## src/rtl/riscv_pkg.sv

```systemverilog
// riscv_pkg: shared RISC-V decode constants and the immediate-select encoding
//   OPC_*      : major opcode field values (instr[6:0]) used for pre-decode
//   imm_sel_e  : immediate format select shared with the immediate generator
//   INSTR_NOP  : canonical NOP (addi x0, x0, 0)
package riscv_pkg;

    localparam logic [6:0] OPC_STORE  = 7'b0100011;
    localparam logic [6:0] OPC_BRANCH = 7'b1100011;
    localparam logic [6:0] OPC_LUI    = 7'b0110111;
    localparam logic [6:0] OPC_AUIPC  = 7'b0010111;

    localparam logic [31:0] INSTR_NOP = 32'h0000_0013;

    typedef enum logic [1:0] {
        IMM_I = 2'd0,
        IMM_S = 2'd1,
        IMM_B = 2'd2,
        IMM_U = 2'd3
    } imm_sel_e;

endpackage

```

## src/rtl/imm_sel_decode.sv

```systemverilog
// imm_sel_decode: combinational opcode -> immediate-select pre-decode
//   opcode  in  7  instr[6:0]
//   imm_sel out 2  immediate format; anything not S/B/U (including JAL) maps to IMM_I
module imm_sel_decode
    import riscv_pkg::*;
(
    input  logic [6:0] opcode,
    output imm_sel_e   imm_sel
);

    always_comb begin
        imm_sel = (opcode == OPC_STORE)                           ? IMM_S :
                  (opcode == OPC_BRANCH)                          ? IMM_B :
                  (opcode == OPC_LUI) || (opcode == OPC_AUIPC)    ? IMM_U : IMM_I;
    end

endmodule

```

## src/rtl/fetch_decode_queue.sv

```systemverilog
// fetch_decode_queue: fetch-to-decode instruction FIFO with immediate-select pre-decode
//   clk_i, rst_ni                       clock, async active-low reset
//   flush_i                             drop every queued entry and the word presented this cycle
//   imem_valid_i/pc_i/instr_i/ready_o   fetch side handshake (ready = not full, state only)
//   dec_valid_o/ready_i                 decode side handshake
//   dec_pc_o/instr_o/imm_sel_o          head entry; NOP / last-popped PC / IMM_I when empty
//   perf_bubbles_o                      only with FETCH_PERF_EN: cycles decode was ready but starved
// Optional feature macro: FETCH_PERF_EN
module fetch_decode_queue
    import riscv_pkg::*;
#(
    parameter int          DEPTH    = 2,
    parameter logic [31:0] RESET_PC = 32'h0000_2000
) (
    input  logic        clk_i,
    input  logic        rst_ni,
    input  logic        flush_i,
    input  logic        imem_valid_i,
    input  logic [31:0] imem_pc_i,
    input  logic [31:0] imem_instr_i,
    output logic        imem_ready_o,
    output logic        dec_valid_o,
    input  logic        dec_ready_i,
    output logic [31:0] dec_pc_o,
    output logic [31:0] dec_instr_o,
`ifdef FETCH_PERF_EN
    output logic [1:0]  dec_imm_sel_o,
    output logic [31:0] perf_bubbles_o
`else
    output logic [1:0]  dec_imm_sel_o
`endif
);

    localparam int AW = $clog2(DEPTH);
    localparam logic [AW:0] PTR_ONE = 1;

    logic [31:0] pc_mem    [DEPTH];
    logic [31:0] instr_mem [DEPTH];
    imm_sel_e    sel_mem   [DEPTH];

    // Extra MSB on each pointer distinguishes full from empty when the indices match.
    logic [AW:0] wr_ptr, rd_ptr;
    logic [31:0] last_pc;
    logic        full, empty, push, pop;
    imm_sel_e    push_sel;

    assign empty = (wr_ptr == rd_ptr);
    assign full  = (wr_ptr[AW] != rd_ptr[AW]) && (wr_ptr[AW-1:0] == rd_ptr[AW-1:0]);
    assign push  = imem_valid_i && !full && !flush_i;
    assign pop   = !empty && dec_ready_i && !flush_i;

    imm_sel_decode u_imm_sel_decode (
        .opcode  (imem_instr_i[6:0]),
        .imm_sel (push_sel)
    );

    always_ff @(posedge clk_i or negedge rst_ni) begin
        if (!rst_ni) begin
            wr_ptr  <= '0;
            rd_ptr  <= '0;
            last_pc <= RESET_PC;
        end else if (flush_i) begin
            rd_ptr  <= wr_ptr;
        end else begin
            if (push) wr_ptr <= wr_ptr + PTR_ONE;
            if (pop) begin
                rd_ptr  <= rd_ptr + PTR_ONE;
                last_pc <= pc_mem[rd_ptr[AW-1:0]];
            end
        end
    end

    // Payload storage needs no reset: it is only observed through the non-empty mux below.
    always_ff @(posedge clk_i) begin
        if (push) begin
            pc_mem[wr_ptr[AW-1:0]]    <= imem_pc_i;
            instr_mem[wr_ptr[AW-1:0]] <= imem_instr_i;
            sel_mem[wr_ptr[AW-1:0]]   <= push_sel;
        end
    end

    always_comb begin
        imem_ready_o  = !full;
        dec_valid_o   = !empty;
        dec_pc_o      = empty ? last_pc   : pc_mem[rd_ptr[AW-1:0]];
        dec_instr_o   = empty ? INSTR_NOP : instr_mem[rd_ptr[AW-1:0]];
        dec_imm_sel_o = empty ? IMM_I     : sel_mem[rd_ptr[AW-1:0]];
    end

`ifdef FETCH_PERF_EN
    // Flush does not clear this; only reset does.
    always_ff @(posedge clk_i or negedge rst_ni) begin
        if (!rst_ni) perf_bubbles_o <= '0;
        else if (dec_ready_i && empty) perf_bubbles_o <= perf_bubbles_o + 32'd1;
    end
`endif

endmodule

```

## config.mk

```make
export PLATFORM = sky130hd
export DESIGN_NAME = fetch_decode_queue
export DESIGN_NICKNAME = d
export VERILOG_FILES = /design/src/rtl/riscv_pkg.sv /design/src/rtl/imm_sel_decode.sv /design/src/rtl/fetch_decode_queue.sv
export SDC_FILE = /design/constraint.sdc
export NUM_CORES = 1
export LEC_CHECK = 0
export CAP_MARGIN = 5
export CORE_ASPECT_RATIO = 1.1
export CORE_UTILIZATION = 45
export DETAILED_ROUTE_END_ITERATION = 16
export PLACE_DENSITY = 0.71
export RECOVER_POWER = 50
export SYNTH_ARGS = -nofsm -noshare
export SYNTH_HDL_FRONTEND = slang
export SYNTH_SLANG_ARGS = --single-unit
```

## constraint.sdc

```tcl
create_clock -name clk_i -period 7.35 [get_ports clk_i]
set_clock_uncertainty 0.2 [all_clocks]
set_input_delay 1.47 -clock clk_i [delete_from_list [all_inputs] [get_ports clk_i]]
set_output_delay 1.47 -clock clk_i [all_outputs]
set_load 0.005 [all_outputs]
```

==> impl_metrics.py <==
metrics = {
    "yosys": {
        "synth_nets": 455,
        "synth.area.mux_share": 0.2205,
        "syn_avg_cell_area_um2": 17.85,
        "synth_compound_gate_area_share": 0.01053,
        "synthAdderAreaFrac": 0,
        "synth_flop_cell": "edfxtp_1",
        "ys_types": 32,
        "seq_area_frac_synth": 0.7063,
        "synth_top_family_by_area": "multiplexers",
        "synthXorXnorAreaFrac": 0.01017,
        "async_flop_share": 0.2143,
        "ys_ff_latch": 168,
        "synthCells": 386,
        "synthSimpleGateAreaFrac": 0.03142,
        "synth_edf_count": 132,
        "syn_area_um2": 6889,
        "yosys_warnings": 0,
    },
    "sta": {
        "timing.fmax_ghz": 0.2128,
        "setup_viol": 0,
        "drv_slew": 106,
        "rsz0062_at_grt": "no",
        "tightest_slew_ns": 2.338,
        "hold_viol_final": 0,
        "fin_crit_ns": 4.700,
        "timing.slew.headroom": -0.5588,
        "period_share": 0.6395,
        "finalSetupTns_ns": 0,
        "worst_slack_ns": 2.650,
    },
    "layout": {
        "drive_gt1_frac": 0.2486,
        "final_common_cell": "edfxtp_1",
        "multi_input_area_um2": 1877,
        "seq_area_um2": 4870,
        "area_growth_pct": 30.29,
        "final_cell_mix": "132 x edfxtp_1, 70 x clkdlybuf4s50_1, 68 x mux2_2",
        "fillers": 1155,
        "nets": 595,
        "postLayoutCellArea_um2": 8976,
    },
    "run_status": {
        "outcome": "complete, but fails checks",
        "violations": "capacitance limit, slew limit",
    },
    "worst_setup_path": {
        "crit_path_max_fanout": 36,
        "reg2reg_depth": 3,
        "critPathArrivalTime_ns": 3.03,
        "cp-start-kind": "register",
        "critPathCaptureType": "primary output",
        "r2r-end": "instr_mem[1][18]",
        "worstPathRequired_ns": 5.68,
        "setup.worst_path.class": "register to primary output",
        "r2r-start": "rd_ptr[0]",
        "r2r_setup_slack_ns": 3.48,
    },
    "clock_network": {
        "cts_resized": 0,
        "cts_hold_buf": 0,
        "cts_max_path_buffers": 2,
        "clk_latency_ns": 0.41,
        "root_buffer": "clkbuf_16",
        "postCtsSetupRepairBufs": 0,
        "cts_sinks": 168,
        "cts_tree": "yes",
        "htreeDepth": 4,
        "cts.clk_slew.worst_paths_ns": 0.06,
        "numCtsBuffers": 17,
    },
    "global_route": {
        "overflow": 0,
        "grt_max_degree": 67,
        "grt_pass1_vias": 3976,
        "antenna_found_initial": 2,
        "grt_util_all_layers": 0.1735,
        "grt_pass1_wl_um": 20730,
    },
    "drt": {
        "drt_iter0_markers": 180,
        "final_antenna_net_count": 0,
        "wire_per_inst_um": 17.51,
        "drt-pass1-iter-count": 4,
        "drt-total-wl_um": 12900,
        "viasPerCell": 5.016,
        "drc": 0,
        "via_count": 3697,
    },
    "floorplanning": {
        "start_util": 0.4594,
        "die_area_um2": 15810,
        "ios": 137,
        "std_cell_rows": 47,
        "die_w_um": 120.0,
        "core_um2": 15000,
        "dieHeight_um": 131.8,
    },
    "power": {
        "totalPowerFinal_mw": 4.063,
        "p_per_area_nw_per_um2": 452.6,
        "power_leakage_nw": 3.338,
        "ir_drop_v": 0.0002351,
    },
    "min_path": {
        "hold-path-endpoint": "last_pc[31]",
        "min_path_cells": 1,
        "hold_class": "register to register",
        "min-delay-start": "last_pc[31]",
    },
    "placement": {
        "place_ws_ns": 3.038,
        "place.gp.congestion": 0.7484,
        "post_dp_cell_area_um2": 8426,
        "dp_hpwl_um": 8094,
        "port_buffers": 136,
    },
    "job": {
        "cap_violations": 3,
    },
}
## registers in the layout (all words and copies together) (netlist names)
| register | cells |
|---|---|
| sel_mem | 4 |
| rd_ptr | 2 |
| wr_ptr | 2 |
| instr_mem | 64 |
| pc_mem | 64 |
| last_pc | 32 |
## metal layers
layer	wire length (µm)	vias to the layer above	global-route usage
li1	-	1733	-
met1	5555	1828	0.2127
met2	6328	121	0.2874
met3	813	15	0.05104
met4	207	0	0.06875
met5	0	-	0
## Yosys cell counts (2+ instances only)
cell type  number  area share
inv_1           2      0.0011
mux2_4         26       0.057
nand3b_1        2      0.0022
buf_2           7      0.0051
a211oi_1        2      0.0022
buf_6           3      0.0049
a21oi_1         6      0.0044
nand2b_1        2      0.0018
nor3_1          2      0.0015
clkbuf_1        4      0.0022
mux2i_1        34       0.049
mux2_1          2      0.0033
and2_1          3      0.0027
buf_4           6      0.0065
edfxtp_1      132        0.58
xor2_1          2      0.0025
mux2_2         68        0.11
nand2_1         5      0.0027
nor2_1         31       0.017
dfrtp_1        35        0.13
## through the flow
stage | instances | hold slack, ns | util
3_5_place_dp | 703 | 0.2938 | 0.5619
3_3_place_gp | 703 | 0.2690 | 0.5619
5_1_grt | 737 | 0.3262 | 0.5986
6_report | 737 | 0.3065 | 0.5986
4_1_cts | 735 | 0.3087 | 0.6004
2_1_floorplan | 386 | 0.2583 | -
## worst max-delay path by stage
stage | slack [ns] | depth (start not counted) | end | startpoint
after detailed placement | 3.04 | 6 | dec_pc_o[1] | rd_ptr[0]
after CTS | 2.58 | 6 | dec_pc_o[1] | rd_ptr[0]
after global placement | 3.05 | 6 | dec_pc_o[0] | rd_ptr[0]
after global routing | 2.49 | 6 | dec_pc_o[31] | rd_ptr[0]
after floorplan | 2.28 | 2 | instr_mem[1][0] | flush_i
final | 2.65 | 6 | dec_pc_o[0] | rd_ptr[0]
## cell families after synthesis
family	count (synthesis)
flops	168
mux	130
simple gates	48
buf+inv	23
compound gates	12
xor+xnor	5
## area by class of cell
| cell class | instances | area share |
|---|---|---|
| clock buffers | 17 | 0.04739 |
| well taps | 196 | 0.02732 |
| diodes | 2 | 0.0005576 |
| clock inverters | 15 | 0.01701 |
| flip-flops and latches | 168 | 0.5425 |
| repair buffers | 141 | 0.1543 |
| inverters | 3 | 0.001812 |
| multi-input cells | 195 | 0.2091 |
## critical path: stages (launching register included)
cell and delay (ns):
dfrtp_4 0.69, xnor2_4 0.24, and2_1 0.18, buf_4 0.25, inv_6 0.41, mux2_2 0.39, clkdlybuf4s50_1 0.44
## power breakdown
group          internal [mW]  switching [mW]  leakage, nW
clock network          0.500           0.356        0.273
logic                   1.11           0.703         1.43
registers               1.27           0.127         1.63
total                   2.88            1.19         3.34
Note: power is estimated with default switching activity, not from simulation.
==> edit 1, RTL diff (config.mk and constraints unchanged) <==
Set the parameter `RESET_PC` to 32'h00001800 (it was 32'h0000_2000).
--- a/src/rtl/fetch_decode_queue.sv
+++ b/src/rtl/fetch_decode_queue.sv
@@ -11,5 +11,5 @@
 #(
     parameter int          DEPTH    = 2,
-    parameter logic [31:0] RESET_PC = 32'h0000_2000
+    parameter logic [31:0] RESET_PC = 32'h00001800
 ) (
     input  logic        clk_i,
Behaviour: not the same (a bounded check fails within 4 cycles, from zero or initial values and one cycle with rst_ni low).
==> edit 1 against the original RTL <==
Area after synthesis about the same; core utilization hardly changed; worst hold slack worse by 0.0033 ns; power is 0.13% higher; cell area about the same; count of clock-buffer cells in the layout increased by 3; worst setup slack better by 0.11 ns; wire length increased by 0.18%; the flow still finishes with violations (capacitance limit, slew limit); sequential cell count unchanged.
==> edit 1: results (changes against the original RTL) <==
final slew viol count 106 (unchanged); syn nets 455 (unchanged); pre-CTS WS 3.168 ns (+0.1305 ns); layout cell share with drive strength beyond 1 24.86% (unchanged); initial antenna violation count 1 (-1); buffers added on ports 136 (unchanged); GRT met3 Usage 6.228% (+1.1 points); Arr. time, crit path 2.92 ns (-0.11 ns); Seq/Total Area, Yosys 70.64% (about the same); status finished with violations; # DRC 0 (unchanged); Peak supply drop 259.5 uV (+10%); Worst Tran Pin Value 2.220 ns (-0.1186 ns); Iter 0 DRT Violations 154 (-14%); Synth async-reset ratio 21.43% (unchanged); Power Combinational 1.85 mW (+2%); Setup TNS 0 ns (unchanged); GRT Overall Usage 17.72% (+0.36 points); Synth cell types 32 (unchanged); 1st-pass router iterations 4 (unchanged); Final Routed Wirelength 12.93 mm (+0.18%); routability cong. 0.7325 (-2.1%); cell-internal power 2.892 mW (+0.53%); first-pass GRT wire length 21.02 mm (+1.4%); Clock Power 0.856 mW (about the same); EDFF count, synth 132 (unchanged); violated checks capacitance limit, slew limit; placed instance area 8427 um2 (about the same); Clock Pin Slew Worst Setup and Hold Paths 0.06 ns (about the same); M1 GR Usage 19.46% (-1.8 points); Max FO, Critical Path 70 (+94%); max-cap violations 3 (unchanged); htree depth 4 (unchanged); hold depth 1 (unchanged); Post-Syn Instances 386 (unchanged); setup bufs post-CTS 0 (unchanged); DP HPWL 7.937 mm (-1.9%); root buffer cell clkbuf_16; synth top area cells edfxtp_1, dfrtp_1, mux2_2; vias after detailed routing 3,703 (+0.16%); hold_sp last_pc[22]; compound-cell area share of the yosys netlist 1.053% (about the same); mux share of post-synthesis cell area 22.04% (about the same); worst min-delay path class flop to flop; largest net degree at the start of global routing 71 (+6.0%); R2R setup slack 3.71 ns (+0.23 ns); P_leak 3.335 nW (about the same); Worst Hold Endpoint last_pc[22]; most frequent cells after synthesis edfxtp_1, mux2_2, dfrtp_1, mux2i_1, nor2_1; vias in the first global route 4,122 (+3.7%); FF-to-FF End pc_mem[1][0]; Post-CTS Resized 0 (unchanged); Hold WS 0.3032 ns (-0.003319 ns); Skew-Pair Late Insertion Delay 0.42 ns; Non-Filler Instances 736 (-0.14%); R2R cell count 3 (unchanged); Synth Area in XOR/XNOR 1.017% (about the same); Filler Cell Count 1,173 (+1.6%); GR Util met2 30.62% (+1.9 points)
## edit 1: changes by cell type after synthesis
cell     unedited run  this run
dfrtp_1            35        34
dfstp_2             1         2
## edit 1: kinds of logic (layout without fill, tap and decap cells)
logic type / count (synthesis) / count (layout)
XOR/XNOR: 5 / 5
buffers and inverters: 23 / 176
other: 0 / 1
AND/OR/NAND/NOR: 48 / 48
multiplexers: 130 / 130
AO/OA/AOI/OAI: 12 / 12
flip-flops: 168 / 168
## edit 1: how the worst max path moves through the flow
stage	start	to	slack (ns)	depth (start not counted)
floorplan	flush_i	instr_mem[1][0]	2.28	2
global placement	rd_ptr[0]	dec_pc_o[27]	3.18	4
detailed placement	rd_ptr[0]	dec_pc_o[27]	3.17	4
CTS	rd_ptr[0]	dec_pc_o[27]	2.70	4
global route	rd_ptr[0]	dec_pc_o[27]	2.64	4
finish	rd_ptr[0]	dec_pc_o[12]	2.76	4
## edit 1: routing by layer
layer / routed length (um) / part of all wire, %
met5: 0 / 0
met4: 245 / 1.9
met2: 6572 / 51
met1: 5198 / 40
met3: 911 / 7.0
## edit 1: through the flow
stage                     utilization (%)  power, mW
final                               59.82      4.068
after floorplan                         -      2.431
after global routing                59.81      4.294
after global placement              56.20      3.250
after detailed placement            56.20      3.279
after CTS                           60.02      4.152
## edit 1: critical path, stage by stage (launching register included)
cell,delay [ns]
dfrtp_4,0.44
buf_4,0.84
mux2_2,0.43
mux2_4,0.25
clkdlybuf4s50_1,0.46
## edit 1: final cells by class
type	instances	area, um2	share of cell area, %
timing repair buffer	141	1385	15.44
clock buffer	20	446.7	4.979
inverter	3	16.27	0.1813
tap	196	245.2	2.734
antenna	1	2.502	0.02789
clock inverter	12	127.6	1.423
sequential	168	4871	54.30
multi-input combinational	195	1877	20.92
==> edit 2, RTL diff (config.mk and constraints unchanged) <==
Made on the original files. The option `FETCH_PERF_EN` is turned on by a define.
--- a/src/rtl/fetch_decode_queue.sv
+++ b/src/rtl/fetch_decode_queue.sv
@@ -7,4 +7,6 @@
 //   perf_bubbles_o                      only with FETCH_PERF_EN: cycles decode was ready but starved
 // Optional feature macro: FETCH_PERF_EN
+`define FETCH_PERF_EN
+
 module fetch_decode_queue
     import riscv_pkg::*;
Behaviour (old outputs only; new: perf_bubbles_o): unchanged (Yosys induction, for registers that start in step).
==> edit 2 against the original RTL <==
Critical path depth fell by 1; non-clock buffer count up 31; sequential cell count up 32; global-route usage rose by 1.4 points; area after synthesis up 18%; the run still ends with capacitance limit, slew limit left; highest routed layer unchanged; power increased by 6.0%; worst setup slack worse by 0.79 ns; wire length rose by 28%; maximum frequency decreased by 14%; cell area rose by 17%; synthesized cell count up 52%.
==> edit 2: results (changes against the original RTL) <==
status finished with violations; violated checks capacitance limit, slew limit; final slew viol count 134 (+26%); Worst path max stage delay 0.84 ns (+0.15 ns); DP HPWL 10.61 mm (+31%); Metal-1 WL 7.015 mm (+26%); placed instance area 9952 um2 (+18%); Layout Nets 816 (+37%); most frequent cells after synthesis edfxtp_1, dfrtp_1, nor2_1, mux2i_1, nand2_1; Synth async-reset ratio 34.00% (+13 points); Skew-Pair Late Insertion Delay 0.43 ns (+0.02 ns); buffers added on ports 168 (+24%); sw power 1.437 mW (+21%); GRT met3 Usage 5.695% (+0.59 points); mux share of post-synthesis cell area 8.297% (-14 points); metal3 WL 1.071 mm (+32%); slew margin rel. -151.3% (-95 points); compound-cell area share of the yosys netlist 4.790% (+3.7 points); R2R setup slack 3.58 ns (+0.10 ns); Max FO, Critical Path 69 (+92%); max-cap violations 2 (-1); R2R cell count 4 (+1); drt wl/cell 16.52 um (-5.6%); first-pass GRT wire length 26.21 mm (+26%); initial antenna violation count 3 (+1); syn nets 656 (+44%); largest net degree at the start of global routing 70 (+4.5%); Seq/Total Area, Yosys 69.98% (-0.65 points); routability cong. 0.7726 (+3.2%); Peak supply drop 277.9 uV (+18%); GRT Overall Usage 18.76% (+1.4 points)
edit 2: cell types whose count changed after synthesis, sizes merged, moves of 7 or more:
cell and change:
mux2 -95, nand2 +39, nor2 +37, o21ai +33, dfrtp +32, mux2i +32
a21oi +28, xnor2 +28, nand4 +23, nand3 +11, buf +9, nor3 +7
edit 2: how the worst max path moves through the flow:
stage	start	endpoint	depth (start not counted)
floorplan	flush_i	instr_mem[0][0]	3
global placement	rd_ptr[0]	dec_pc_o[29]	5
detailed placement	rd_ptr[0]	dec_pc_o[29]	5
CTS	rd_ptr[0]	dec_pc_o[29]	5
global route	rst_ni	rd_ptr[0]	1
finish	rd_ptr[0]	dec_pc_o[29]	5
edit 2: power groups by stage:
| stage | Clock [mW] | Combinational (mW) | Sequential (mW) |
|---|---|---|---|
| after global routing | 0.949 | 2.00 | 1.64 |
| final | 0.888 | 1.81 | 1.61 |
| after floorplan | 0 | 0.977 | 1.56 |
| after detailed placement | 0 | 1.84 | 1.63 |
| after global placement | 0 | 1.81 | 1.62 |
| after CTS | 0.909 | 1.85 | 1.61 |
edit 2: metrics by stage:
stage               hold slack (ns)  setup slack, ns  instances  power, mW  util, %
floorplan                    0.2457            2.189        586      2.532        -
global placement             0.2580            2.330        965      3.435    56.30
detailed placement           0.2631            2.276        965      3.469    56.30
CTS                          0.2710            1.830        997      4.370    59.50
global route                 0.3050            1.176        999      4.588    59.49
finish                       0.2779            1.861       1002      4.306    59.53
edit 2: cell type report:
cell class | count | area (um2)
Fill cell | 1392 | 7153
Sequential cell | 200 | 5670
Multi-Input combinational cell | 349 | 2252
Timing Repair Buffer | 172 | 1702
Clock buffer | 20 | 456.7
Tap cell | 238 | 297.8
Clock inverter | 12 | 108.9
Inverter | 6 | 22.52
Antenna cell | 5 | 12.51
